--- config.mk ---
export PLATFORM = sky130hd
export DESIGN_NAME = controle_pipeline
export DESIGN_NICKNAME = d
export VERILOG_FILES = /design/src/rtl/controle_pkg.sv /design/src/rtl/controle_pipeline_detector_hazard.sv /design/src/rtl/controle_pipeline.sv
export SDC_FILE = /design/constraint.sdc
export NUM_CORES = 1
export LEC_CHECK = 0
export CELL_PAD_IN_SITES_DETAIL_PLACEMENT = 0
export CELL_PAD_IN_SITES_GLOBAL_PLACEMENT = 1
export CORE_MARGIN = 5
export CORE_UTILIZATION = 30
export CTS_CLUSTER_DIAMETER = 200
export DETAILED_ROUTE_END_ITERATION = 10
export PLACE_DENSITY = 0.74
export SLEW_MARGIN = 20
export SYNTH_ARGS = -nofsm -noshare
export SYNTH_HDL_FRONTEND = slang
export SYNTH_HIERARCHICAL = 1
export SYNTH_SLANG_ARGS = --single-unit
--- constraint.sdc ---
create_clock -name clk -period 6.6 [get_ports clk]
set_input_delay 1.98 -clock clk [delete_from_list [all_inputs] [get_ports clk]]
set_output_delay 1.98 -clock clk [all_outputs]
set_load 0.05 [all_outputs]
--- src/rtl/controle_pkg.sv ---
// Shared control-word layout for the decoder, the pipeline control and the datapath.
package controle_pkg;

    localparam int CTRL_W  = 24;

    // Bit positions inside the 24-bit control word
    localparam int RW      = 23;
    localparam int OP_HI   = 22;
    localparam int OP_LO   = 21;
    localparam int OFFSET  = 20;
    localparam int MUX_IN  = 19;
    localparam int MUX_OUT = 18;
    localparam int MUX_WB  = 17;
    localparam int WR      = 16;
    localparam int MULT    = 15;
    localparam int RS_HI   = 14;
    localparam int RS_LO   = 10;
    localparam int RT_HI   = 9;
    localparam int RT_LO   = 5;
    localparam int RD_HI   = 4;
    localparam int RD_LO   = 0;

    typedef logic [CTRL_W-1:0] ctrl_word_t;
    typedef logic [4:0]        reg_idx_t;

    // Bubble word: WR=1 and MUX_ALU_Saida=1, everything else zero
    localparam ctrl_word_t CTRL_NOP = 24'h050000;

    function automatic reg_idx_t get_rs(input ctrl_word_t w);
        return w[RS_HI:RS_LO];
    endfunction

    function automatic reg_idx_t get_rt(input ctrl_word_t w);
        return w[RT_HI:RT_LO];
    endfunction

    function automatic reg_idx_t get_rd(input ctrl_word_t w);
        return w[RD_HI:RD_LO];
    endfunction

    // A load reads memory with an address offset; its Rt is a destination, not a source
    function automatic logic is_load(input ctrl_word_t w);
        return w[RW] & w[OFFSET];
    endfunction

endpackage

--- src/rtl/controle_pipeline_detector_hazard.sv ---
// Load-use hazard compare between the word in EX and the word arriving from decode.
module detector_hazard
    import controle_pkg::*;
(
    input  logic [CTRL_W-1:0] ex_word,
    input  logic              ex_valid,
    input  logic [CTRL_W-1:0] in_word,
    input  logic              in_valid,
    input  logic              flush,
    output logic              hit
);

    logic     producer;
    logic     rs_match;
    logic     rt_match;
    reg_idx_t ex_rd;

    assign ex_rd = get_rd(ex_word);

    // EX holds a memory read that writes back to a real register ($0 never hazards)
    assign producer = ex_valid & ex_word[RW] & ex_word[MUX_WB] & (ex_rd != 5'd0);

    assign rs_match = (ex_rd == get_rs(in_word));
    // A consuming load only uses Rt as its destination, so Rt matches do not count
    assign rt_match = (ex_rd == get_rt(in_word)) & ~is_load(in_word);

    // Bubbles and flushed words never stall
    assign hit = producer & in_valid & ~flush & (rs_match | rt_match);

endmodule

--- src/rtl/controle_pipeline.sv ---
// EX/MEM/WB control-word pipeline with load-use stall and multi-cycle MUL hold.
module controle_pipeline
    import controle_pkg::*;
#(
    parameter int MULT_LAT = 3,
    parameter int CW       = 24
) (
    input  logic          clk,
    input  logic          rst,
    input  logic [CW-1:0] Controle,
    input  logic          Controle_valido,
    input  logic          Flush,
    output logic [CW-1:0] Controle_EX,
    output logic [CW-1:0] Controle_MEM,
    output logic [CW-1:0] Controle_WB,
    output logic          Valido_EX,
    output logic          Valido_MEM,
    output logic          Valido_WB,
    output logic          Parar,
    output logic          Mult_ocupado
);

    // Counter value loaded when a MUL enters EX; MULT_LAT=1 loads zero (no hold)
    localparam logic [2:0] HOLD_LOAD = 3'(MULT_LAT - 1);

    logic [CW-1:0] ex_reg, ex_next;
    logic [CW-1:0] mem_reg, mem_next;
    logic [CW-1:0] wb_reg, wb_next;
    logic          ex_val_reg, ex_val_next;
    logic          mem_val_reg, mem_val_next;
    logic          wb_val_reg, wb_val_next;
    logic [2:0]    cnt_reg, cnt_next;
    logic          hold;
    logic          hit;

    assign hold = (cnt_reg != 3'd0);

    detector_hazard u_detector_hazard (
        .ex_word  (ex_reg),
        .ex_valid (ex_val_reg),
        .in_word  (Controle),
        .in_valid (Controle_valido),
        .flush    (Flush),
        .hit      (hit)
    );

    // Next-state: MUL hold wins, then bubble insertion (invalid/flush/load-use), then advance
    always_comb begin
        ex_next      = ex_reg;
        ex_val_next  = ex_val_reg;
        mem_next     = ex_reg;
        mem_val_next = ex_val_reg;
        wb_next      = mem_reg;
        wb_val_next  = mem_val_reg;
        cnt_next     = cnt_reg;

        if (hold) begin
            // EX keeps the MUL; MEM receives bubbles; Flush is ignored here
            mem_next     = CTRL_NOP;
            mem_val_next = 1'b0;
            cnt_next     = cnt_reg - 3'd1;
        end else if (!Controle_valido || Flush || hit) begin
            ex_next     = CTRL_NOP;
            ex_val_next = 1'b0;
        end else begin
            ex_next     = Controle;
            ex_val_next = 1'b1;
            if (Controle[MULT]) begin
                cnt_next = HOLD_LOAD;
            end
        end
    end

    // Pipeline registers and MUL hold counter; reset aborts any hold immediately
    always_ff @(posedge clk or posedge rst) begin
        if (rst) begin
            ex_reg      <= CTRL_NOP;
            mem_reg     <= CTRL_NOP;
            wb_reg      <= CTRL_NOP;
            ex_val_reg  <= 1'b0;
            mem_val_reg <= 1'b0;
            wb_val_reg  <= 1'b0;
            cnt_reg     <= 3'd0;
        end else begin
            ex_reg      <= ex_next;
            mem_reg     <= mem_next;
            wb_reg      <= wb_next;
            ex_val_reg  <= ex_val_next;
            mem_val_reg <= mem_val_next;
            wb_val_reg  <= wb_val_next;
            cnt_reg     <= cnt_next;
        end
    end

    assign Controle_EX  = ex_reg;
    assign Controle_MEM = mem_reg;
    assign Controle_WB  = wb_reg;
    assign Valido_EX    = ex_val_reg;
    assign Valido_MEM   = mem_val_reg;
    assign Valido_WB    = wb_val_reg;
    assign Parar        = hold | hit;
    assign Mult_ocupado = hold;

endmodule
==> results_dict.tcl <==
set metrics [dict create \
    status "complete, no violations" \
    synth_xor_area_share_pct 3.293 \
    final_cell_mix "103 x clkdlybuf4s50_1, 72 x dfrtp_1, 20 x and2_1" \
    p_switching_uw 925.5 \
    ys_seq_elements 78 \
    drive_above_1_share_pct 10.92 \
    io_pins 105 \
    hold_viol_final 0 \
    relSlewSlack_pct 64.79 \
    drt_iter0_markers 43 \
    crit_family "buffers and inverters" \
    hp-class "register to register" \
    avgSynthCellArea_um2 15.03 \
    grt_usage_pct 12.67 \
    ant_nets 0 \
    synth_warnings 6 \
    p_int_uw 1172 \
    synth-seq-area-share_pct 73.66 \
    layout_commonest_cell "clkdlybuf4s50_1" \
    final.period_utilization_pct 85.83 \
    cp-start-kind "input pin" \
    ir_drop_mv 0.1806 \
    cts_hold_buf 0 \
    worst_pin_slew_ns 0.5265 \
    syn-num-nets 208 \
    overflow 0 \
    synth_flop_cell "dfrtp_1" \
    grt_max_degree 79 \
    cts_tree "yes" \
    drcViolationCount 0 \
    power.density_mw_per_mm2 516.7 \
    synth.area.mux_share_pct 1.317 \
    finalMaxSlewViolations 0 \
    clkTransAtPathRegs_ns 0.08 \
    cts_resized 0 \
    htreeDepth 3 \
    dpl.hpwl_um 4444 \
    root_buffer "clkbuf_8" \
    reg2reg_from "Controle_EX[1]$_DFFE_PP0N_" \
    cts_made_buffers 9 \
    nFillCells 798 \
    drt-total-wl_um 6368 \
    gp_congestion 0.6772 \
    area_growth_pct 52.59 \
    leakagePower_uw 0.001857 \
    skew_ns 0.01127 \
    stdcell_count 401 \
    power_frac_comb_pct 47.0 \
    synth_compound_gate_area_share_pct 8.890 \
    start_util_pct 30.65 \
    clockPowerShare_pct 19.2 \
    wl_per_cell_um 15.88 \
    synthCells 177 \
    rrSetupSlack_ns 4.32 \
    synth_async_sr_flop_share_pct 100.0 \
    crit_type "input pin to output pin" \
    die_width_um 104.2 \
    synthSimpleGateAreaFrac_pct 8.561 \
    critPathLaunch "Controle[7]" \
    arrival_ns 3.69 \
    synth_edf_count 0 \
    reg2reg_depth 6 \
    ys_types 31 \
    core_mm2 0.008678 \
    timing.fmax_mhz 176.5 \
    grt_first_pass_wirelength_um 10790 \
    rr_endpoint "cnt_reg[2]$_DFFE_PP0P_" \
    first_pass_iters 4 \
    post_cts_buffers 0 \
    synthesis.area_mm2 0.002660 \
    crit_path_end_kind "output pin" \
    synthAdderAreaFrac_pct 1.411 \
    crit_slowest_cell "clkdlybuf4s50_1" \
    clock_path_buffers 2 \
    slowest_delay_ns 0.45 \
    sequentialPowerShare_pct 33.8 \
    die_area_mm2 0.01085 \
    io_buffers 104 \
    critical_path.cell_chain "clkdlybuf4s50_1, xor2_1, nor4_1, nand2_1, a21oi_1, nand2b_1, buf_4" \
    grt_setup_unrepaired "false" \
    clk_latency_ns 0.35 \
    cts.sinks 78 \
    dp.cells 384 \
    num_rows 34 \
    antenna_found_initial 0 \
    cp.depth 7 \
    finalSetupViolCount 0 \
    drv_cap 0 \
    cp.required_ns 4.62 \
    final_net_count 319 \
    die_y_um 104.2 \
    endpoint "Parar" \
    tns_ns 0 \
    p_sw_share_pct 44.13 \
    fin_crit_ns 5.665 \
    critical_path_peak_fanout 3 \
    grt_pass1_vias 2040 \
    crit_buf_inv 2 \
    viasPerCell 4.429 \
    num_antenna_cells 0 \
    vias 1776 \
    synth_top_family_by_area "compound AO/OA/AOI/OAI gates" \
]
==> power by group through the flow <==
| stage | Sequential (uW) | Combinational, uW | Clock, uW |
|---|---|---|---|
| finish | 709 | 986 | 402 |
| global route | 734 | 1040 | 439 |
| CTS | 713 | 1000 | 419 |
| detailed placement | 722 | 999 | 0 |
| global placement | 716 | 994 | 0 |
| floorplan | 1140 | 220 | 0 |
==> layout make-up <==
type / instances / area, um2 / area share, %
flip-flops and latches: 78 / 1959 / 48.27
repair buffers: 107 / 1074 / 26.45
multi-input cells: 83 / 624.3 / 15.38
clock buffers: 10 / 137.6 / 3.391
well taps: 108 / 135.1 / 3.329
clock inverters: 6 / 93.84 / 2.312
inverters: 9 / 35.03 / 0.8631
==> how the worst min path moves through the flow <==
stage                                from                        end  slack, ns  cells after the start
2_1_floorplan      cnt_reg[0]$_DFFE_PP0P_     cnt_reg[0]$_DFFE_PP0P_       0.45                      1
3_3_place_gp   Controle_MEM[18]$_DFF_PP1_  Controle_WB[18]$_DFF_PP1_       0.36                      0
3_5_place_dp   Controle_MEM[18]$_DFF_PP1_  Controle_WB[18]$_DFF_PP1_       0.36                      0
4_1_cts        Controle_MEM[18]$_DFF_PP1_  Controle_WB[18]$_DFF_PP1_       0.37                      0
5_1_grt        Controle_MEM[18]$_DFF_PP1_  Controle_WB[18]$_DFF_PP1_       0.37                      0
6_report       Controle_MEM[18]$_DFF_PP1_  Controle_WB[18]$_DFF_PP1_       0.37                      0
==> kinds of logic after synthesis <==
group	after synthesis
and+or+nand+nor	38
adders and majority gates	3
buffers and inverters	16
DFF	78
xor gates and xnor gates	10
muxes	3
AOI/OAI and AO/OA	29
==> through the flow <==
stage / cell area [um2] / worst slack [ns] / hold slack (ns) / utilization, % / total power, uW
2_1_floorplan: 2660 / 1.549 / 0.4510 / - / 1363
3_3_place_gp: 3807 / 0.9760 / 0.3550 / 43.87 / 1710
3_5_place_dp: 3807 / 0.9707 / 0.3567 / 43.87 / 1722
4_1_cts: 4039 / 0.9609 / 0.3691 / 46.54 / 2134
5_1_grt: 4059 / 0.8251 / 0.3749 / 46.77 / 2211
6_report: 4059 / 0.9350 / 0.3672 / 46.77 / 2097
==> cell usage after synthesis, drive strengths merged (2+ instances only) <==
cell    count  share of area (%)
xnor2       2               0.66
o22a        2               0.66
nor2        3               0.42
a21o        2               0.61
o21ai       3               0.56
buf         3                1.0
ha          3                1.4
nand2b      3               0.71
nand2       5               0.71
xor2        8                2.6
a22o       18                5.9
mux2i       2               0.75
dfstp       6                5.9
dfrtp      72                 68
and2       20                4.7
clkbuf      4               0.56
inv         9                1.3
a21oi       2               0.38
==> metal layers <==
layer	vias up	global-route usage [%]	share of wire (%)
met5	-	0	0
met2	71	19.72	49
met4	0	5.273	0.94
met1	880	15.48	41
li1	818	-	-
met3	7	5.276	8.8
Note: power is estimated with default switching activity, not from simulation.
